--- src/rtl/ctrl_pipe_hazard_pkg.sv ---
// Shared control-word type, result-select and forwarding encodings for ctrl_pipe_hazard.
package ctrl_pipe_hazard_pkg;

  localparam int unsigned CTRL_ALUCTL_W = 3;

  typedef enum logic [1:0] {
    RESULTSRC_ALU  = 2'b00,
    RESULTSRC_LOAD = 2'b01,
    RESULTSRC_PC4  = 2'b10
  } resultsrc_t;

  typedef enum logic [1:0] {
    FWD_RF = 2'b00,
    FWD_W  = 2'b01,
    FWD_M  = 2'b10
  } fwd_t;

  typedef struct packed {
    logic                     regwrite;
    logic [1:0]               resultsrc;
    logic                     memwrite;
    logic                     jump;
    logic                     branch;
    logic [CTRL_ALUCTL_W-1:0] alucontrol;
    logic                     alusrc;
  } ctrl_word_t;

  localparam ctrl_word_t CTRL_BUBBLE = '0;

endpackage

--- src/rtl/ctrl_pipe_hazard_stage.sv ---
// Pipeline register bank: async clear to zero, synchronous flush loads BUBBLE.
module ctrl_stage_reg
  import ctrl_pipe_hazard_pkg::*;
#(
  parameter int unsigned   W      = 1,
  parameter logic [W-1:0]  BUBBLE = '0
) (
  input  logic         clk,
  input  logic         rst_n,
  input  logic         flush,
  input  logic [W-1:0] d,
  output logic [W-1:0] q
);

  logic [W-1:0] data_d;
  logic [W-1:0] data_q;

  always_comb begin
    data_d = d;
    if (flush) begin
      data_d = BUBBLE;
    end
  end

  always_ff @(posedge clk or negedge rst_n) begin
    if (!rst_n) begin
      data_q <= '0;
    end else begin
      data_q <= data_d;
    end
  end

  assign q = data_q;

endmodule

--- src/rtl/ctrl_pipe_hazard.sv ---
// E/M/W control pipeline with load-use stall, redirect flush and forwarding select.
// Optional macro CTRL_FORWARD_EN enables M/W forwarding; without it RAW hazards stall.
module ctrl_pipe_hazard
  import ctrl_pipe_hazard_pkg::*;
#(
  parameter int unsigned RA_W     = 5,
  parameter int unsigned ALUCTL_W = 3,
  parameter int unsigned CNT_W    = 16
) (
  input  logic                clk,
  input  logic                rst_n,
  input  logic                regwrite_d,
  input  logic [1:0]          resultsrc_d,
  input  logic                memwrite_d,
  input  logic                jump_d,
  input  logic                branch_d,
  input  logic [ALUCTL_W-1:0] alucontrol_d,
  input  logic                alusrc_d,
  input  logic [RA_W-1:0]     rs1_d,
  input  logic [RA_W-1:0]     rs2_d,
  input  logic [RA_W-1:0]     rd_d,
  input  logic                zero_e,
  output logic [ALUCTL_W-1:0] alucontrol_e,
  output logic                alusrc_e,
  output logic                pcsrc_e,
  output logic                memwrite_m,
  output logic                regwrite_m,
  output logic [RA_W-1:0]     rd_m,
  output logic                regwrite_w,
  output logic [1:0]          resultsrc_w,
  output logic [RA_W-1:0]     rd_w,
  output logic                stall_f,
  output logic                stall_d,
  output logic                flush_d,
  output logic [1:0]          forward_a_e,
  output logic [1:0]          forward_b_e,
  output logic [CNT_W-1:0]    stall_cnt
);

  localparam int unsigned CW_W = $bits(ctrl_word_t);
`ifdef CTRL_FORWARD_EN
  localparam int unsigned DE_W = CW_W + 3 * RA_W;
`else
  localparam int unsigned DE_W = CW_W + RA_W;
`endif
  localparam int unsigned EM_W = 4 + RA_W;
  localparam int unsigned MW_W = 3 + RA_W;

  ctrl_word_t       cw_d;
  ctrl_word_t       cw_e;
  logic [RA_W-1:0]  rd_e;
  logic [DE_W-1:0]  de_d;
  logic [DE_W-1:0]  de_q;
  logic [EM_W-1:0]  em_q;
  logic [MW_W-1:0]  mw_q;
  logic [1:0]       resultsrc_m;
  logic             hz;
  logic             flush_e;
  logic [CNT_W-1:0] stall_cnt_d;
  logic [CNT_W-1:0] stall_cnt_q;

  always_comb begin
    cw_d = '{regwrite:   regwrite_d,
             resultsrc:  resultsrc_d,
             memwrite:   memwrite_d,
             jump:       jump_d,
             branch:     branch_d,
             alucontrol: CTRL_ALUCTL_W'(alucontrol_d),
             alusrc:     alusrc_d};
  end

`ifdef CTRL_FORWARD_EN
  logic [RA_W-1:0] rs1_e;
  logic [RA_W-1:0] rs2_e;
  assign de_d = {cw_d, rd_d, rs1_d, rs2_d};
  assign {cw_e, rd_e, rs1_e, rs2_e} = de_q;
`else
  assign de_d = {cw_d, rd_d};
  assign {cw_e, rd_e} = de_q;
`endif

  ctrl_stage_reg #(
    .W      (DE_W),
    .BUBBLE ({CTRL_BUBBLE, {(DE_W - CW_W){1'b0}}})
  ) u_de (
    .clk   (clk),
    .rst_n (rst_n),
    .flush (flush_e),
    .d     (de_d),
    .q     (de_q)
  );

  ctrl_stage_reg #(
    .W      (EM_W),
    .BUBBLE ('0)
  ) u_em (
    .clk   (clk),
    .rst_n (rst_n),
    .flush (1'b0),
    .d     ({cw_e.regwrite, cw_e.resultsrc, cw_e.memwrite, rd_e}),
    .q     (em_q)
  );

  assign {regwrite_m, resultsrc_m, memwrite_m, rd_m} = em_q;

  ctrl_stage_reg #(
    .W      (MW_W),
    .BUBBLE ('0)
  ) u_mw (
    .clk   (clk),
    .rst_n (rst_n),
    .flush (1'b0),
    .d     ({regwrite_m, resultsrc_m, rd_m}),
    .q     (mw_q)
  );

  assign {regwrite_w, resultsrc_w, rd_w} = mw_q;

  assign alucontrol_e = ALUCTL_W'(cw_e.alucontrol);
  assign alusrc_e     = cw_e.alusrc;
  assign pcsrc_e      = cw_e.jump | (cw_e.branch & zero_e);

`ifdef CTRL_FORWARD_EN
  function automatic logic [1:0] fwd_sel(input logic [RA_W-1:0] rs,
                                         input logic rw_m, input logic [RA_W-1:0] dst_m,
                                         input logic rw_w, input logic [RA_W-1:0] dst_w);
    logic [1:0] sel;
    sel = FWD_RF;
    if (rw_m && (dst_m != '0) && (dst_m == rs)) begin
      sel = FWD_M;
    end else if (rw_w && (dst_w != '0) && (dst_w == rs)) begin
      sel = FWD_W;
    end
    return sel;
  endfunction

  always_comb begin
    hz = (cw_e.resultsrc == RESULTSRC_LOAD) && (rd_e != '0) &&
         ((rd_e == rs1_d) || (rd_e == rs2_d));
    forward_a_e = fwd_sel(rs1_e, regwrite_m, rd_m, regwrite_w, rd_w);
    forward_b_e = fwd_sel(rs2_e, regwrite_m, rd_m, regwrite_w, rd_w);
  end
`else
  // W writes the regfile in the first half-cycle, so only E and M producers stall.
  always_comb begin
    hz = ((rs1_d != '0) && ((cw_e.regwrite && (rd_e == rs1_d)) ||
                            (regwrite_m && (rd_m == rs1_d)))) ||
         ((rs2_d != '0) && ((cw_e.regwrite && (rd_e == rs2_d)) ||
                            (regwrite_m && (rd_m == rs2_d))));
    forward_a_e = FWD_RF;
    forward_b_e = FWD_RF;
  end
`endif

  assign stall_f = hz & ~pcsrc_e;
  assign stall_d = hz & ~pcsrc_e;
  assign flush_d = pcsrc_e;
  assign flush_e = pcsrc_e | stall_d;

  always_comb begin
    stall_cnt_d = stall_cnt_q;
    if (stall_d && (stall_cnt_q != '1)) begin
      stall_cnt_d = stall_cnt_q + 1'b1;
    end
  end

  always_ff @(posedge clk or negedge rst_n) begin
    if (!rst_n) begin
      stall_cnt_q <= '0;
    end else begin
      stall_cnt_q <= stall_cnt_d;
    end
  end

  assign stall_cnt = stall_cnt_q;

endmodule
--- config.mk ---
export PLATFORM = sky130hd
export DESIGN_NAME = ctrl_pipe_hazard
export DESIGN_NICKNAME = d
export VERILOG_FILES = /design/src/rtl/ctrl_pipe_hazard_pkg.sv /design/src/rtl/ctrl_pipe_hazard_stage.sv /design/src/rtl/ctrl_pipe_hazard.sv
export SDC_FILE = /design/constraint.sdc
export NUM_CORES = 1
export LEC_CHECK = 0
export BUFFER_PORTS_ARGS = -buffer_cell sky130_fd_sc_hd__clkbuf_2
export CAP_MARGIN = 30
export CORE_MARGIN = 8
export CORE_UTILIZATION = 50
export DETAILED_ROUTE_END_ITERATION = 10
export HOLD_SLACK_MARGIN = 0.02
export PLACE_DENSITY = 0.91
export SLEW_MARGIN = 20
export SYNTH_ARGS = -nofsm -noshare
export SYNTH_HDL_FRONTEND = slang
export SYNTH_HIERARCHICAL = 1
export SYNTH_SLANG_ARGS = --single-unit
--- constraint.sdc ---
create_clock -name clk -period 2.9 [get_ports clk]
set_input_delay 0.435 -clock clk [delete_from_list [all_inputs] [get_ports clk]]
set_output_delay 0.435 -clock clk [all_outputs]
set_load 0.02 [all_outputs]
# Word-level counts from Yosys, hierarchy flattened
# Cells that the tools add are included.
[word_totals] reg_bits=48 inputBits=28 output_inout_bits=43 elab_cells=28
[op_classes] n_addsub=1 eq_ne=5 mux=1 bitwise=5 n_reduce_logical=12
[ops] cell="$eq A5 B5 Y1" n=4
[ops] cell="$add A16 B1 Y16 const B" n=1
[ops] cell="$ne A16 B16 Y1 const B" n=1
[ops] cell="$mux W15" n=1
[ops] cell="$reduce_bool A5 Y1" n=2
[ops] cell="$logic_and A1 B1 Y1" n=7
[ops] cell="$logic_or A1 B1 Y1" n=3
[ops] cell="$and A1 B1 Y1" n=2
[ops] cell="$or A1 B1 Y1" n=2
[ops] cell="$not A1 Y1" n=1

# Logic depth before layout (Yosys ltp)
# Gate-level depths: netlist of run 1.
[depth] depth_word=8 depth_mapped=8 ltp_nobuf=6

# Cells and area by module
# The synthesis of run 1 kept the hierarchy.
[by_module_without_submodules] module="ctrl_pipe_hazard" n_inst=1 cells_per_inst=123 area_per_inst_um2=1132.3 seq_area_each_um2=400.4
[by_module_without_submodules] module="ctrl_stage_reg at u_de" n_inst=1 cells_per_inst=31 area_per_inst_um2=508.0 seq_area_each_um2=375.4
[by_module_without_submodules] module="ctrl_stage_reg at u_em" n_inst=1 cells_per_inst=18 area_per_inst_um2=281.5 seq_area_each_um2=225.2
[by_module_without_submodules] module="ctrl_stage_reg at u_mw" n_inst=1 cells_per_inst=16 area_per_inst_um2=250.2 seq_area_each_um2=200.2

# Least setup slack after synthesis of run 1
# OpenSTA, ideal clock, no wires.
[synth_timing] path_kind="input port to output port" start="input port rs2_d[1]" end="output port stall_f" arrival_ns=2.053 required_time_ns=2.465 path_slack_ns=0.412 path_stages=7 path_cell_list="or4_1 > nor2_1 > nor3_1 > nor4_4 > buf_6 > nor2_1 > buf_4"
[synth_between] elab_chain_cells=6
[synth_rtl] item="from (decl)" line="ctrl_pipe_hazard.sv:20" rtl="input logic [RA_W-1:0] rs2_d,"
[synth_rtl] item="$eq A5 B5 Y1 (on tied branches)" line="ctrl_pipe_hazard.sv:148, ctrl_pipe_hazard.sv:149"
[synth_rtl] item="$logic_and A1 B1 Y1 (on tied branches)" line="ctrl_pipe_hazard.sv:148, ctrl_pipe_hazard.sv:149"
[synth_rtl] item="$logic_or A1 B1 Y1" line="ctrl_pipe_hazard.sv:148" rtl="((rs2_d != '0) && ((cw_e.regwrite && (rd_e == rs2_d)) ||"
[synth_rtl] item="$logic_and A1 B1 Y1 (*)" line="ctrl_pipe_hazard.sv:148"
[synth_rtl] item="$logic_or A1 B1 Y1 (*)" line="ctrl_pipe_hazard.sv:147" rtl="(regwrite_m && (rd_m == rs1_d)))) ||"
[synth_rtl] item="$and A1 B1 Y1 (*)"
[synth_rtl] item="to (decl)" line="ctrl_pipe_hazard.sv:32" rtl="output logic stall_f,"
# Every way passes the cells marked *; elsewhere a longest branch is shown, timed or not.

# Worst setup path in the final report of run 1
[layout_timing] start="input port rs1_d[1]" end="output port stall_d"
[layout_between] elab_chain_cells=6
[layout_rtl] item="from (decl)" line="ctrl_pipe_hazard.sv:19" rtl="input logic [RA_W-1:0] rs1_d,"
[layout_rtl] item="$eq A5 B5 Y1 (on tied branches)" line="ctrl_pipe_hazard.sv:146, ctrl_pipe_hazard.sv:147"
[layout_rtl] item="$logic_and A1 B1 Y1 (on tied branches)" line="ctrl_pipe_hazard.sv:146, ctrl_pipe_hazard.sv:147"
[layout_rtl] item="$logic_or A1 B1 Y1" line="ctrl_pipe_hazard.sv:146" rtl="hz = ((rs1_d != '0) && ((cw_e.regwrite && (rd_e == rs1_d)) ||"
[layout_rtl] item="$logic_and A1 B1 Y1 (*)" line="ctrl_pipe_hazard.sv:146"
[layout_rtl] item="$logic_or A1 B1 Y1 (*)" line="ctrl_pipe_hazard.sv:147"
[layout_rtl] item="$and A1 B1 Y1 (*)" line="ctrl_pipe_hazard.sv:156" rtl="assign stall_d = hz & ~pcsrc_e;"
[layout_rtl] item="to (decl)" line="ctrl_pipe_hazard.sv:33" rtl="output logic stall_d,"
# Marked as above.

==> results.md, run 1 <==
- TritonRoute pass-1 iters: 4
- Req. time, crit path: around 2.5 ns
- Routed len/inst: between 10 and 15 um
- Sinks on Clock Net: between 40 and 50
- Die Width: between 80 and 90 um
- Final Critical Period: roughly 2.5 ns
- # hold bufs at CTS: 0
- Syn avg cell area: 11.6 um2
- Register area: 1200 um2
- Crit end category: primary output
- Worst Setup SP: rs1_d[1]
- Max FO, Critical Path: 4
- Share of cells above drive strength 1: 33.0%
- Internal Pwr Total: around 1.1 mW
- Leak: approximately 1.4 nW
- Synth top area share: a little under three fifths
- Total CTS buffers: 5
- TritonCTS clock tree: yes
- Port bufs: between 60 and 70
- Max Cap Viol: 0
- Final HPWL DP: 3680 um
- Kind of critical path: in2out
- Slew HR: 60.3%
- Setup crit start kind: input pin
- Filler cells: roughly 340
- Final slew viol count: 0
- Root buffer cell: clkbuf_8
- Vias per cell: around 4.9
- Clock share of power: a little under a third
- Least-Margin Pin Slew: around 0.6 ns
- Status: finished, final reports clean
- Routed WL: between 4000 and 5000 um
- Period utilization: 85.3%
- Die Y: a little over 80 um
- Setup bufs post-CTS: 0
- Ys async rst share: between 90% and 100%
- FF-to-FF setup slack: about 0.8 ns
- H-tree depth reported by CTS: 2
- Synth top cells by count: dfrtp_1, nor2b_1, xnor2_1
- Hold crit path type: in2async
- Post-synthesis cell area: about 2200 um2
- FF-to-FF Start: u_em/q[1]$_DFF_PN0_
- Largest net degree at the start of global routing: 26
- Vias: 1595
- Post-synth cell types: 30
- # resized after CTS: 0
- Total power: ~1.6 mW
- GRT Util Overall: between 10% and 20%
- Antenna violations before repair: 0
- CP arrival: around 2 ns
- Remaining antenna violation count after routing: 0
- ANT cells: 0
- P per Cell Area: 577 nW/um2
- Top_reg_cell synth: dfrtp_1
- Deepest clock path buffer count: 2
- GR Overflow Total: 0
- Final nets: 304
- #FFs+latches synth: 48
- Vias in the first global route: about 1600
- Die area: roughly 6700 um2
- Max Clock Freq: a little over 400 MHz
- I/O Pins: just over 70
- Comb pwr share: between 10% and 20%
- RR Endpoint: stall_cnt[14]$_DFFE_PN0P_
- Worst-case reg-to-reg path depth: 7
- Worst-path clk slew: roughly 0.090 ns
- Core ar.: 4260 um2
- Syn. warnings: 6
- RSZ-0062 raised after global routing: no
- Final Hold Vio Count: 0
- Residual DRC count: 0
- GPL Wtd Cong: 0.838
- Synth area leaders: dfrtp_1, xnor2_1, nor2b_1
- Violation count after the first detailed-routing iteration: 73
- TNS Setup: 0 ns
- Top-count cell post-synth: dfrtp_1
- Worst VDD drop: 0.386 mV
- Area leader, netlist: dfrtp_1
- Core Rows: 24
- Sw frac: 28.2%
- Post-synth EDFFs: 0
- Post-synthesis sequential area ratio: 55.3%
- Reg power frac: 49.3%
- NetSw: ~440 uW
- Multi-input logic area: approximately 960 um2
- Skew final: roughly 0.007 ns
- Area growth syn-to-layout: 25.0%
- First-pass GRT wire length: 7200 um
- Clk Latency, worst-skew pair: 0.30 ns
- Initial core utilization: 50.9%
- Final setup fails: 0
- Syn Inst Count: roughly 190
## kinds of logic (layout without fill, tap and decap cells)
group / after synthesis / count (layout) / synth area share, %
fa+ha+maj: 1 / 1 / 0.576
other cells: 1 / 21 / 0.173
compound gates: 2 / 2 / 0.633
mux: 3 / 3 / 1.50
buf+inv: 12 / 80 / 3.80
xor+xnor: 33 / 33 / 13.3
flops: 48 / 48 / 55.3
simple gates: 88 / 88 / 24.7
## registers in the layout (all words and copies together), names as in the netlist
signal     cells
u_de/q        15
stall_cnt     16
u_mw/q         8
u_em/q         9
## layer usage
layer  wire, um  track usage (%)  vias to the layer above
met2       2370             23.7                       58
li1           -                -                      774
met3        392             6.02                       10
met1       1710             14.5                      753
met5          0                0                        -
met4        109             7.19                        0
## layout make-up
class,count,share of cell area (%)
flip-flops and latches,48,44.2
multi-input cells,148,35.5
repair buffers,69,13.0
clock buffers,6,3.04
well taps,52,2.40
clock inverters,2,1.43
inverters,3,0.415
## power groups by stage
| stage | logic, mW | registers (mW) | clock network, mW |
|---|---|---|---|
| after CTS | 0.301 | 0.772 | 0.510 |
| after detailed placement | 0.299 | 0.786 | 0 |
| after floorplan | 0.158 | 0.819 | 0 |
| final | 0.296 | 0.772 | 0.499 |
| after global routing | 0.323 | 0.780 | 0.540 |
| after global placement | 0.289 | 0.782 | 0 |
## worst max-delay path by stage
stage | cells past startpoint | end | slack [ns]
after floorplan | 7 | stall_f | 0.41
after global placement | 7 | stall_d | 0.50
after detailed placement | 8 | stall_cnt[14]$_DFFE_PN0P_ | 0.41
after CTS | 7 | stall_d | 0.42
after global routing | 7 | stall_d | 0.37
final | 7 | stall_d | 0.43
## metrics by stage
step	cell area, um2	worst slack [ns]	cells	hold slack [ns]	utilization, %
final	2720	0.426	328	0.116	63.7
after detailed placement	2590	0.412	320	0.453	60.8
after global placement	2590	0.504	320	0.442	60.8
after CTS	2720	0.424	328	0.137	63.7
after global routing	2720	0.373	328	0.154	63.7
after floorplan	2250	0.412	208	0.139	-
## worst max-delay path, cell delays in order
cell and delay [ns]:
clkbuf_2 0.11, or4_1 0.55, nor2_1 0.17, nor3_1 0.11, nor4_4 0.39, nor2_1 0.10, clkbuf_2 0.17
## layout by cell type (no fill, tap or decap), types with 3 or more instances in the layout
cell / count
clkbuf_2: 66
dfrtp_1: 48
conb_1: 21
xnor2_1: 20
nor2b_1: 20
nor3_1: 13
xor2_1: 13
nand2_1: 12
nand4_1: 8
nor2b_2: 7
clkbuf_8: 6
nor2_1: 5
nand3_1: 5
nor4_1: 4
inv_1: 3
buf_4: 3
and2b_2: 3
Power figures use the tool's default switching activity.
==> run 2, diff against run 1 <==
Settings changed: REMOVE_ABC_BUFFERS from default to 1, SLEW_MARGIN 20 to 10.
==> run 2 against run 1 <==
  * Critical path depth did not move
  * Global-route usage rose by 0.49 points
  * Maximum frequency rose by 5.0%
  * Clock skew rose by 0.00075 ns
  * Sequential share of layout area rose by 0.39 points
  * Cell area fell by 0.88%
  * Setup slack improved by 0.12 ns
  * Critical path type unchanged
==> results.md, run 2 (same netlist as run 1, synthesis figures left out) <==
- Die area: 6710 um2 (unchanged)
- # resized after CTS: 0 (unchanged)
- Register area: 1200 um2 (unchanged)
- Max FO, Critical Path: 3 (-1)
- Kind of critical path: in2out
- TritonRoute pass-1 iters: 4 (unchanged)
- Sinks on Clock Net: 48 (unchanged)
- Slew HR: 61.7% (+1.3 points)
- ANT cells: 0 (unchanged)
- Fin area: 2690 um2 (-0.88%)
- Deepest clock path buffer count: 2 (unchanged)
- Die Width: 81.9 um (unchanged)
- Post-Layout Cell Count: 328 (unchanged)
- TNS Setup: 0 ns (unchanged)
- Post-placement cell area: 2590 um2 (unchanged)
- Total CTS buffers: 5 (unchanged)
- Vias: 1589 (-0.38%)
- # hold bufs at CTS: 0 (unchanged)
- Status: finished, final reports clean
- Skew final: 0.00772 ns (+0.000751 ns)
- Worst-case reg-to-reg path depth: 7 (unchanged)
- CP max-delay cell: or4_1
- Final HPWL DP: 3530 um (-4.1%)
- Share of cells above drive strength 1: 33.0% (unchanged)
- Final nets: 304 (unchanged)
- Area growth syn-to-layout: 23.9%
- Max Clock Freq: 425 MHz (+5.0%)
- Port bufs: 66 (unchanged)
- Routed len/inst: 13.8 um (-1.5%)
- Max Cap Viol: 0 (unchanged)
- Top layer in use: met4
- Remaining antenna violation count after routing: 0 (unchanged)
- Req. time, crit path: 2.47 ns (about the same)
- H-tree depth reported by CTS: 2 (unchanged)
- Largest net degree at the start of global routing: 49 (+88%)
- Critical Path Sink: stall_f
- First-pass GRT wire length: 7510 um (+4.4%)
- Multi-input logic area: 963 um2 (unchanged)
- TritonCTS clock tree: yes
- Final Critical Period: 2.36 ns (-0.118 ns)
- Vias per cell: 4.84 (-0.38%)
- Met3 WL: 318 um (-19%)
- Worst-path clk slew: 0.08 ns (about the same)
- Routed WL: 4520 um (-1.5%)
- Hold crit path type: in2async
- Clk Latency, worst-skew pair: 0.30 ns (about the same)
- Leak: 1.40 nW (-1.3%)
- Final setup fails: 0 (unchanged)
- Residual DRC count: 0 (unchanged)
- Die Y: 81.9 um (unchanged)
- Most frequent cells in the layout: clkbuf_2, dfrtp_1, conb_1
- Initial core utilization: 50.9% (unchanged)
- Setup bufs post-CTS: 0 (unchanged)
- Most common cell after layout, fill and taps aside: clkbuf_2
- RSZ-0062 raised after global routing: no
- Max FFs per register: 16 (unchanged)
- Final Hold Vio Count: 0 (unchanged)
- Worst Setup SP: rs1_d[1]
- Antenna violations before repair: 0 (unchanged)
- GPL Wtd Cong: 0.824 (-1.7%)
- Period utilization: 81.2% (-4.1 points)
- CP arrival: 1.92 ns (-0.12 ns)
- Metal-1 WL: 1720 um (+0.82%)
- Max incr delay on CP: 0.53 ns (-0.02 ns)
- Cells after DPL: 320 (unchanged)
- FF-to-FF setup slack: 0.88 ns (+0.09 ns)
- Least-Margin Pin Slew: 0.575 ns (-0.0198 ns)
- Worst VDD drop: 0.317 mV (-18%)
- Crit end category: primary output
- Total power: 1.48 mW (-5.7%)
- Vias in the first global route: 1631 (+0.43%)
- Root buffer cell: clkbuf_8
- Final slew viol count: 0 (unchanged)
- I/O Pins: 71 (unchanged)
- Violation count after the first detailed-routing iteration: 111 (+52%)
- Setup crit start kind: input pin
- GRT Util Overall: 14.5% (+0.49 points)
- Met2 routed WL: 2360 um (-0.63%)
- RR Endpoint: stall_cnt[14]$_DFFE_PN0P_
- GR Overflow Total: 0 (unchanged)
- Core ar.: 4260 um2 (unchanged)
- Core Rows: 24 (unchanged)
- Worst-path cell chain: clkbuf_2 -> or4_1 -> nor2_1 -> nor3_1 -> nor4_4 -> nor2_1 -> clkbuf_2
- P per Cell Area: 549 nW/um2 (-4.9%)
- Filler cells: 362 (+5.8%)
- FF-to-FF Start: u_em/q[3]$_DFF_PN0_
[run 2: area by class of cell]
type | instances | area share [%]
clock buffer | 6 | 3.07
clock inverter | 2 | 0.558
inverter | 3 | 0.418
multi-input combinational | 148 | 35.8
sequential | 48 | 44.6
tap | 52 | 2.42
timing repair buffer | 69 | 13.1
[run 2: worst max-delay path, delay by kind of cell]
kind | cells | cell delay, ns
buf+inv | 2 | 0.29
simple gates | 5 | 1.19
[run 2: worst min-delay path by stage]
stage	start	slack (ns)	cells after the start	endpoint
6_report	rst_n	0.20	2	u_de/q[1]$_DFF_PN0_
5_1_grt	rst_n	0.25	2	u_de/q[1]$_DFF_PN0_
4_1_cts	rst_n	0.23	2	u_de/q[1]$_DFF_PN0_
3_5_place_dp	u_de/q[13]$_DFF_PN0_	0.45	1	u_em/q[7]$_DFF_PN0_
3_3_place_gp	u_de/q[11]$_DFF_PN0_	0.45	1	u_em/q[5]$_DFF_PN0_
2_1_floorplan	rst_n	0.14	0	stall_cnt[0]$_DFFE_PN0P_
[run 2: stage by stage]
stage               utilization [%]  setup WS (ns)  hold slack, ns
finish                         63.1          0.545           0.204
global placement               60.8          0.530           0.448
floorplan                         -          0.341           0.139
global route                   63.1          0.399           0.251
detailed placement             60.8          0.477           0.449
CTS                            63.1          0.524           0.229
[run 2: per-layer routing]
layer | vias to the layer above | global-route usage [%]
met1 | 760 | 16.5
met4 | 0 | 7.89
met3 | 10 | 4.49
li1 | 770 | -
met5 | - | 0
met2 | 49 | 23.8
[run 2: where the power goes]
group / leakage, nW / internal [mW] / total (mW) / switching (mW)
Clock: 0.0434 / 0.193 / 0.410 / 0.217
Sequential: 0.636 / 0.723 / 0.772 / 0.0489
Combinational: 0.722 / 0.120 / 0.295 / 0.175
==> run 3, diff against run 2 <==
Settings changed: ABC_AREA from default to 1, CORE_UTILIZATION 50 to 52.
Clock period 2.9 ns to 2.3 ns, I/O delays scaled along.
==> run 3 against run 2 <==
  * Clock skew down 0.0043 ns
  * Global-route usage up 1.8 points
  * Register-to-register slack worse by 0.60 ns
  * Area after synthesis up 18%
  * Die area increased by 11%
  * Critical path depth is 4 higher
  * Setup slack worse by 0.39 ns
  * Combinational power is 34% higher
  * First-iteration DRC count is 91% higher
  * Worst hold slack worse by 0.070 ns
  * Count of clock-buffer cells in the layout fell by 1
  * Utilization rose by 0.38 points
  * Largest cell class unchanged
==> results.md, run 3 <==
- Status: finished, final reports clean
- Syn avg cell area: 7.45 um2 (-36%)
- Syn. warnings: 6 (unchanged)
- CP bufs+invs: 3 (+1)
- Final Critical Period: about 2.1 ns
- Root buffer cell: clkbuf_8
- Max Cap Viol: 0 (unchanged)
- CP max-delay cell: dfrtp_1
- Port bufs: 66 (unchanged)
- Mux contribution to synthesized area: 0% (-1.5 points)
- Core Rows: 25 (+4.2%)
- Worst VDD drop: 0.337 mV (+6.1%)
- Final slew viol count: 0 (unchanged)
- Most frequent cells in the layout: nand2_1, clkbuf_2, inv_1
- H-tree depth reported by CTS: 2 (unchanged)
- TritonCTS clock tree: yes
- GPL Wtd Cong: 0.917 (+11%)
- P per Cell Area: 625 nW/um2 (+14%)
- Share of cells above drive strength 1: 21.0% (-12 points)
- CP top delay family: simple AND/OR/NAND/NOR gates
- Main combinational cell family by area after synthesis: simple AND/OR/NAND/NOR gates
- Residual DRC count: 0 (unchanged)
- Total CTS buffers: 5 (unchanged)
- Setup crit start kind: flop
- Synth Area in Compound Gates: 0.731% (+0.097 points)
- Remaining antenna violation count after routing: 0 (unchanged)
- Worst-path cell chain: inv_1 -> nand2_1 -> nand2_1 -> nor2_1 -> nand3_1 -> nand2_1 -> nand2_1 -> nand2_4 -> inv_1 -> nor2_1 -> clkbuf_2
- Post-synth EDFFs: 0 (unchanged)
- Area leader, netlist: dfrtp_1
- Antenna violations before repair: 0 (unchanged)
- TNS Setup: 0 ns (unchanged)
- Skew final: 0.00338 ns (-0.00434 ns)
- Area growth syn-to-layout: 17.5%
- Synth top cells by count: nand2_1, inv_1, nor2_1
- #FFs+latches synth: 48 (unchanged)
- Synth Area in XOR/XNOR: 3.75% (-9.6 points)
- GRT Util Overall: 16.3% (+1.8 points)
- Synth top area share: 46.8% (-8.5 points)
- Crit end category: primary output
- Least-Margin Pin Slew: 0.595 ns (+0.0197 ns)
- Max Clock Freq: 466 MHz
- Final nets: 442 (+45%)
- Die area: 7450 um2 (+11%)
- Max FFs per register: 16 (unchanged)
- Leak: 1.73 nW (+23%)
- Routed WL: 5860 um (+30%)
- Top-count cell post-synth: nand2_1
- Setup bufs post-CTS: 0 (unchanged)
- Top_reg_cell synth: dfrtp_1
- Req. time, crit path: 1.96 ns (-0.51 ns)
- Most Frequent Cell on Critical Path: nand2_1
- Sinks on Clock Net: 48 (unchanged)
- Die Y: 86.3 um (+5.3%)
- Max FO, Critical Path: 10 (+7)
- CP arrival: 1.80 ns (-0.12 ns)
- GR Overflow Total: 0 (unchanged)
- Clk Latency, worst-skew pair: 0.29 ns (about the same)
- Post-synthesis sequential area ratio: 46.8% (-8.5 points)
- Post-Synth Adder-Cell Area: 0.487% (-0.089 points)
- Period utilization: 93.3%
- Die Width: 86.3 um (+5.3%)
- Post-synthesis cell area: 2570 um2 (+18%)
- Hold WS: 0.134 ns (-0.0697 ns)
- Post-synth cell types: 22 (-27%)
- First-pass GRT wire length: 9960 um (+32%)
- # hold bufs at CTS: 0 (unchanged)
- Slew HR: 60.3% (-1.3 points)
- Vias per cell: 4.72 (-2.6%)
- Largest net degree at the start of global routing: 49 (unchanged)
- Vias: 2269 (+43%)
- Max incr delay on CP: 0.44 ns (-0.09 ns)
- Final Hold Vio Count: 0 (unchanged)
- I/O Pins: 71 (unchanged)
- Core ar.: 4750 um2 (+12%)
- Final setup fails: 0 (unchanged)
- TritonRoute pass-1 iters: 4 (unchanged)
- Final HPWL DP: 4440 um (+26%)
- Post-Synth Simple-Gate Area: 35.3% (+11 points)
- Worst-path clk slew: 0.09 ns (about the same)
- ANT cells: 0 (unchanged)
- Total power: 1.89 mW (+28%)
- Violation count after the first detailed-routing iteration: 212 (+91%)
- Kind of critical path: reg2out
- Deepest clock path buffer count: 2 (unchanged)
- Most common cell after layout, fill and taps aside: nand2_1
- Syn Inst Count: 345 (+84%)
- Hold crit path type: in2async
- Ys async rst share: 100% (unchanged)
- Synth area leaders: dfrtp_1, nand2_1, inv_1
- Initial core utilization: 54.0% (+3.1 points)
- RSZ-0062 raised after global routing: no
- Routed len/inst: 12.2 um (-12%)
- Vias in the first global route: 2232 (+37%)
-- run 3: where the power goes --
part | internal (mW) | switching, mW | leakage (nW)
combinational | 0.128 | 0.268 | 1.05
clock | 0.215 | 0.287 | 0.0404
sequential | 0.915 | 0.0722 | 0.639
-- run 3: metal layers --
layer	part of all wire [%]	routed length, um	up-vias	global-route usage, %
met4	0.80	47	0	5.16
li1	-	-	1160	-
met1	41	2430	1013	20.0
met2	50	2950	92	28.1
met5	0	0	-	0
met3	7.3	429	4	2.93
-- run 3: area by class of cell --
type	count	area, um2
Sequential cell	48	1200
Inverter	60	225
Clock inverter	3	23.8
Tap cell	67	83.8
Fill cell	433	1740
Clock buffer	5	68.8
Timing Repair Buffer	69	353
Multi-Input combinational cell	229	1060
-- run 3: timing repair --
item                                   CTS  global route
endpoints found under the hold margin    0             0
setup endpoints to repair                0             2
gates resized for setup                  0             2
-- run 3: final timing paths --
| path | start | endpoint | slack, ns | cells after the start |
|---|---|---|---|---|
| hold reg to reg | u_em/q[7]$_DFF_PN0_ | u_mw/q[6]$_DFF_PN0_ | 0.46 | 2 |
| max in group asynchronous | rst_n | u_em/q[0]$_DFF_PN0_ | 1.73 | 2 |
| setup reg to reg | stall_cnt[0]$_DFFE_PN0P_ | stall_cnt[6]$_DFFE_PN0P_ | 0.28 | 9 |
| min in group clk | alucontrol_d[2] | u_de/q[8]$_DFF_PN0_ | 0.22 | 3 |
| setup / recovery | u_em/q[3]$_DFF_PN0_ | stall_d | 0.15 | 11 |
| hold / removal | rst_n | u_de/q[12]$_DFF_PN0_ | 0.13 | 2 |
-- run 3: kinds of logic (layout without fill, tap and decap cells) --
kind of cell | Yosys count | after routing
and+or+nand+nor | 208 | 208
buffers and inverters | 73 | 137
DFF | 48 | 48
xor gates and xnor gates | 11 | 11
AOI/OAI and AO/OA | 3 | 3
adders and majority gates | 1 | 1
other | 1 | 6
-- run 3: stage by stage --
stage / utilization [%] / area (um2) / std cells / setup slack [ns]
after floorplan: - / 2480 / 337 / 0.0967
after global placement: 61.4 / 2920 / 473 / 0.392
after detailed placement: 61.4 / 2920 / 473 / 0.326
after CTS: 63.4 / 3010 / 481 / 0.108
after global routing: 63.5 / 3020 / 481 / 0.00896
final: 63.5 / 3020 / 481 / 0.153
